===== src/rtl/ws2812b_frame_feeder_if.sv =====
// Word handshake between the frame feeder (master) and the WS2812B serialiser (slave).
interface ws2812b_frame_feeder_if;
  logic        bitstream_available;
  logic [23:0] bitstream;
  logic        bitstream_read;

  modport master (
    output bitstream_available,
    output bitstream,
    input  bitstream_read
  );

  modport slave (
    input  bitstream_available,
    input  bitstream,
    output bitstream_read
  );
endinterface


===== src/rtl/ws2812b_frame_feeder.sv =====
// Pixel memory plus frame walker: scales each RGB pixel by a frame-frozen brightness
// and presents it as a GRB word to the serialiser, then holds off for the latch period.
module ws2812b_frame_feeder #(
  parameter int NUM_LEDS     = 64,
  parameter int ADDR_WIDTH   = $clog2(NUM_LEDS),
  parameter int LATCH_CYCLES = 500,
  parameter int AUTO_REPEAT  = 0
) (
  input  logic                  clk,
  input  logic                  resetn,
  input  logic                  wr_en,
  input  logic [ADDR_WIDTH-1:0] wr_addr,
  input  logic [23:0]           wr_data,
  input  logic [7:0]            brightness,
  input  logic                  frame_start,
  output logic                  busy,
  output logic                  frame_done,
  output logic                  protocol_err,
  ws2812b_frame_feeder_if.master bs
);

  localparam int CNT_W = (LATCH_CYCLES > 1) ? $clog2(LATCH_CYCLES + 1) : 1;
  localparam logic [ADDR_WIDTH-1:0] LAST_IDX = ADDR_WIDTH'(NUM_LEDS - 1);
  localparam logic [ADDR_WIDTH:0]   NUM_EXT  = (ADDR_WIDTH + 1)'(NUM_LEDS);
  localparam logic [CNT_W-1:0]      LATCH_LD = CNT_W'(LATCH_CYCLES - 1);

  typedef enum logic [2:0] {IDLE, FETCH, SCALE, PRESENT, LATCH} state_t;

  function automatic logic [7:0] scale_ch(input logic [7:0] c, input logic [7:0] b);
    logic [8:0]  f;
    logic [15:0] p;
    f = {1'b0, b} + 9'd1;
    p = {8'd0, c} * {7'd0, f};
    return p[15:8];
  endfunction

  logic [23:0] mem [NUM_LEDS];

  state_t                state, state_d;
  logic [ADDR_WIDTH-1:0] index, index_d;
  logic                  pending, pending_d;
  logic [CNT_W-1:0]      cnt, cnt_d;
  logic [7:0]            bri_frame, bri_frame_d;
  logic                  done_d, perr_d;
  logic                  start_q, read_q;
  logic [23:0]           pix_p1;
  logic [23:0]           word_p2, word_d;
  logic                  vld_p2, vld_d;
  logic                  wr_in_range;

  assign wr_in_range = ({1'b0, wr_addr} < NUM_EXT);

  // Host write port and FETCH read; nonblocking read gives read-first on a same-address write
  always_ff @(posedge clk) begin
    if (wr_en && wr_in_range)
      mem[wr_addr] <= wr_data;
    if (state == FETCH)
      pix_p1 <= mem[index];
  end

  // Both handshake inputs are registered, so every decision lands one cycle after sampling
  always_ff @(posedge clk or negedge resetn) begin
    if (!resetn) begin
      start_q <= 1'b0;
      read_q  <= 1'b0;
    end else begin
      start_q <= frame_start;
      read_q  <= bs.bitstream_read;
    end
  end

  always_ff @(posedge clk or negedge resetn) begin
    if (!resetn) begin
      state        <= IDLE;
      index        <= '0;
      pending      <= 1'b0;
      cnt          <= '0;
      bri_frame    <= '0;
      word_p2      <= '0;
      vld_p2       <= 1'b0;
      frame_done   <= 1'b0;
      protocol_err <= 1'b0;
    end else begin
      state        <= state_d;
      index        <= index_d;
      pending      <= pending_d;
      cnt          <= cnt_d;
      bri_frame    <= bri_frame_d;
      word_p2      <= word_d;
      vld_p2       <= vld_d;
      frame_done   <= done_d;
      protocol_err <= perr_d;
    end
  end

  always_comb begin
    state_d     = state;
    index_d     = index;
    pending_d   = pending;
    cnt_d       = cnt;
    bri_frame_d = bri_frame;
    word_d      = word_p2;
    vld_d       = vld_p2;
    done_d      = 1'b0;
    perr_d      = protocol_err | (read_q && (state != PRESENT));

    // Requests during a frame collapse into a single follow-on frame
    if (start_q && (state != IDLE))
      pending_d = 1'b1;

    case (state)
      IDLE: begin
        if (start_q || pending || (AUTO_REPEAT != 0)) begin
          index_d     = '0;
          bri_frame_d = brightness;
          pending_d   = 1'b0;
          state_d     = FETCH;
        end
      end
      FETCH: state_d = SCALE;
      SCALE: begin
        word_d  = {scale_ch(pix_p1[15:8],  bri_frame),
                   scale_ch(pix_p1[23:16], bri_frame),
                   scale_ch(pix_p1[7:0],   bri_frame)};
        vld_d   = 1'b1;
        state_d = PRESENT;
      end
      PRESENT: begin
        if (read_q) begin
          vld_d = 1'b0;
          if (index == LAST_IDX) begin
            cnt_d   = LATCH_LD;
            state_d = LATCH;
          end else begin
            index_d = index + 1'b1;
            state_d = FETCH;
          end
        end
      end
      LATCH: begin
        if (cnt == '0) begin
          state_d = IDLE;
          done_d  = 1'b1;
        end else begin
          cnt_d = cnt - 1'b1;
        end
      end
      default: state_d = IDLE;
    endcase
  end

  assign busy                   = (state != IDLE);
  assign bs.bitstream_available = vld_p2;
  assign bs.bitstream           = word_p2;

endmodule


===== src/flat_wrapper.sv =====
// flat-port wrapper written by rule: the top's interface ports become plain ports
module ws2812b_frame_feeder_flat 
#(
  parameter int NUM_LEDS     = 64,
  parameter int ADDR_WIDTH   = $clog2(NUM_LEDS),
  parameter int LATCH_CYCLES = 500,
  parameter int AUTO_REPEAT  = 0
)
  (clk, resetn, wr_en, wr_addr, wr_data, brightness, frame_start, busy, frame_done, protocol_err, bs_bitstream_available, bs_bitstream, bs_bitstream_read);
  ws2812b_frame_feeder_if bs_i ();
  input  logic clk;
  input  logic resetn;
  input  logic wr_en;
  input  logic [ADDR_WIDTH-1:0] wr_addr;
  input  logic [23:0] wr_data;
  input  logic [7:0] brightness;
  input  logic frame_start;
  output logic busy;
  output logic frame_done;
  output logic protocol_err;
  output wire logic [$bits(bs_i.bitstream_available)-1:0] bs_bitstream_available;
  output wire logic [$bits(bs_i.bitstream)-1:0] bs_bitstream;
  input wire logic [$bits(bs_i.bitstream_read)-1:0] bs_bitstream_read;
  assign bs_bitstream_available = bs_i.bitstream_available;
  assign bs_bitstream = bs_i.bitstream;
  assign bs_i.bitstream_read = bs_bitstream_read;
  ws2812b_frame_feeder #(.NUM_LEDS(NUM_LEDS), .ADDR_WIDTH(ADDR_WIDTH), .LATCH_CYCLES(LATCH_CYCLES), .AUTO_REPEAT(AUTO_REPEAT)) u_core (.clk(clk), .resetn(resetn), .wr_en(wr_en), .wr_addr(wr_addr), .wr_data(wr_data), .brightness(brightness), .frame_start(frame_start), .busy(busy), .frame_done(frame_done), .protocol_err(protocol_err), .bs(bs_i));
endmodule

===== config.mk =====
export PLATFORM = sky130hd
export DESIGN_NAME = ws2812b_frame_feeder_flat
export DESIGN_NICKNAME = d
export VERILOG_FILES = /design/src/rtl/ws2812b_frame_feeder_if.sv /design/src/rtl/ws2812b_frame_feeder.sv /design/src/flat_wrapper.sv
export SDC_FILE = /design/constraint.sdc
export NUM_CORES = 2
export LEC_CHECK = 0
export ABC_AREA = 1
export BUFFER_PORTS_ARGS = -buffer_cell sky130_fd_sc_hd__buf_2
export CAP_MARGIN = 20
export CORE_ASPECT_RATIO = 2
export CORE_UTILIZATION = 63
export DETAILED_ROUTE_END_ITERATION = 7
export GPL_ROUTABILITY_DRIVEN = 0
export PLACE_DENSITY_LB_ADDON = 0.08
export SYNTH_ARGS = -nofsm -noshare
export SYNTH_HDL_FRONTEND = slang
export SYNTH_SLANG_ARGS = --single-unit

===== constraint.sdc =====
create_clock -name clk -period 5.8 [get_ports clk]
set_input_delay 1.45 -clock clk [delete_from_list [all_inputs] [get_ports clk]]
set_output_delay 1.45 -clock clk [all_outputs]
set_load 0.02 [all_outputs]

==> impl_metrics.tcl <==
set metrics [dict create \
    hp-class "reg2reg" \
    post-route-min-period_ps 5180 \
    ant_nets 0 \
    finalHoldViolCount 0 \
    final_nets 6497 \
    ios 71 \
    slowest_delay_ps 540 \
    numCtsBuffers 139 \
    rsz0062_at_grt "no" \
    peakVddDrop_v 0.00111 \
    cp_data_required_time_ps 6470 \
    crit_path_max_fanout 19 \
    async_flop_share_pct 3.47 \
    die_w_um 240 \
    die_y_um 478 \
    start_kind "flip-flop" \
    syn-cell-area_um2 71400 \
    drtIter0Drc 4967 \
    tritoncts "done" \
    insertion_delay_ps 780 \
    postCtsSetupBuffers 0 \
    die_area_um2 115000 \
    synth_edf_count 1560 \
    worst_path_max_delay_cell "fa_1" \
    cp_num_buf_inv 6 \
    dp_hpwl_mm 122 \
    htreeDepth 4 \
    final-setup-viol-count 0 \
    postCtsResizedCells 0 \
    status "completed" \
    fillerInstances 7987 \
    via_per_inst 6.14 \
    cp.arrival_ps 5840 \
    power_density_nw_per_um2 552 \
    io_buffers 70 \
    reg2reg_depth 22 \
    synth-seq-cells 1616 \
    synthesis.instances 6225 \
    path_depth 22 \
    r2r_setup_slack_ps 620 \
    firstDrtPassIters 8 \
    cp-startpoint "u_core.bri_frame[0]" \
    cts.clk_slew.worst_paths_ps 80 \
    cap_violations 0 \
    grt_pass1_wl_mm 293 \
    crit_path_end "u_core.bs.bitstream[6]" \
    antenna_found_initial 3 \
    grt_max_degree 155 \
    power.leakage_nw 28.4 \
    ys_seq_area_share_pct 67.6 \
    core-area_um2 112000 \
    cts-root-buf "clkbuf_16" \
    ys.flop_type "edfxtp_1" \
    cts_max_path_buffers 3 \
    drive_gt1_share_pct 8.07 \
    clock-sinks 1616 \
    path_common_cell "inv_1" \
    area_growth_syn_to_layout_pct 9.07 \
    worstReg2RegStart "u_core.bri_frame[0]" \
    crit_type "reg2reg" \
    num_vias 48100 \
    total_power_mw 43.0 \
    crit_chain "buf_4, nand3_1, nor2_1, inv_1, o21ai_0, nand2_1, inv_1, nand2_1, fa_1, fa_1, inv_1, fa_1, inv_1, fa_1, inv_1, ha_1, a21oi_1, o21ai_0, a21oi_1, nand3_1, nand3_1, nand2_1" \
    yosys_warnings 0 \
    max_slew.worst_pin.slew_ps 1120 \
    num_rows 174 \
    setup_tns_ps 0 \
    track_usage_pct 35.7 \
    syn_area_per_cell_um2 11.5 \
    grt-ovfl-total 0 \
    worstReg2RegEnd "u_core.bs.bitstream[6]" \
    hold_buffers 0 \
    fin_crit_sh_pct 89.3 \
    drc 0 \
    fmax_mhz 193 \
    synthesis.nets 6487 \
    cp_top_family "adder cells" \
    finalMaxSlewViolations 0 \
    wl_per_cell_um 25.8 \
    grt_pass1_vias 47200 \
    skew_ps 30.3 \
    wl_mm 202 \
    ys_types 36 \
    critPathCaptureType "flip-flop" \
    slew-limit-headroom_pct 25.4 \
    initial_utilization_pct 63.5 \
]
## metal layers
metal / share of wire (%) / track usage (%)
met1: 32 / 39.1
met2: 50 / 60.3
met3: 7.5 / 4.49
met4: 10 / 32.0
met5: 0.0069 / 0
## area by class of cell
class	instances	area, µm²	area share, %
timing repair buffer	216	1640	2.11
clock inverter	72	689	0.885
inverter	330	1260	1.61
clock buffer	176	3700	4.75
sequential	1616	48300	62.0
multi-input combinational	3932	20400	26.3
tap	1496	1870	2.40
antenna	1	2.50	0.00321
## cell usage in the layout, fill, tap and decap left out, drive strengths merged, types with 56 or more instances in the layout
master and count:
edfxtp 1560, nor2 1324, nand2 823, o21ai 756, nand3 376, inv 337
buf 216, o211ai 193, clkbuf 176, a21oi 134, fa 120, ha 99
dfrtp 56
## worst register-to-register path, cell delays in order (launching register included)
cell and delay (ps):
dfrtp_1 360, buf_4 270, nand3_1 130, nor2_1 150
inv_1 70, o21ai_0 150, nand2_1 90, inv_1 310
nand2_1 140, fa_1 530, fa_1 540, inv_1 50
fa_1 470, inv_1 50, fa_1 470, inv_1 40
ha_1 300, a21oi_1 330, o21ai_0 190, a21oi_1 200
nand3_1 100, nand3_1 90, nand2_1 50
## flip-flops by register name (all words and copies together), names as in the netlist, 3 cells and up
signal	flops
u_core.bri_frame	8
u_core.bs.bitstream	24
u_core.cnt	9
u_core.index	6
u_core.mem	1536
u_core.pix_p1	24
u_core.state	3
## report_power, final
group,leakage [nW],internal [mW],total (mW),switching [mW]
Clock,2.14,5.07,9.25,4.17
Combinational,11.5,6.74,20.3,13.6
Sequential,14.8,13.1,13.4,0.281
Total,28.4,25.0,43.0,18.0
## cell usage after synthesis, drive strengths merged, types with 2 or more instances
cell type,number,area share [%]
a21o,5,0.053
a21oi,134,0.94
and2,2,0.018
buf,177,1.5
clkbuf,170,0.89
dfrtp,56,2.0
edfxtp,1560,66
fa,120,3.4
ha,99,1.7
inv,329,1.7
nand2,823,4.3
nand3,376,2.6
nand3b,13,0.14
nand4,15,0.13
nor2,1324,7.0
nor3,5,0.035
nor4,13,0.11
o211ai,193,2.0
o21a,2,0.021
o21ai,756,5.3
o21bai,3,0.032
or2,41,0.36
xnor2,3,0.037
xor2,3,0.037
## cell families after synthesis
| kind of cell | Yosys count | synth area share (%) |
|---|---|---|
| and+or+nand+nor | 2612 | 14.7 |
| DFF | 1616 | 67.6 |
| xor gates and xnor gates | 6 | 0.0736 |
| buffers and inverters | 677 | 4.11 |
| adders and majority gates | 219 | 5.10 |
| AOI/OAI and AO/OA | 1095 | 8.39 |
## worst min path at each step
stage,start,end,slack [ps],cells after the start
floorplan,u_core.cnt[8],u_core.cnt[8],450,2
global placement,u_core.bs.bitstream[19],u_core.bs.bitstream[19],460,2
detailed placement,u_core.bs.bitstream[14],u_core.bs.bitstream[14],460,2
CTS,u_core.bs.bitstream[3],u_core.bs.bitstream[3],480,2
global route,u_core.bs.bitstream[14],u_core.bs.bitstream[14],490,2
finish,u_core.bs.bitstream[3],u_core.bs.bitstream[3],480,2
## stage by stage
step	setup slack, ps	instances	utilization (%)	hold WS [ps]	area [µm²]
finish	623	7839	69.3	476	77900
global route	333	7839	69.3	491	77900
CTS	668	7838	69.3	481	77900
detailed placement	685	7590	65.4	461	73500
global placement	701	7589	65.4	461	73400
floorplan	1010	6225	-	448	71400
No activity file was read; power rests on OpenSTA's default activity.
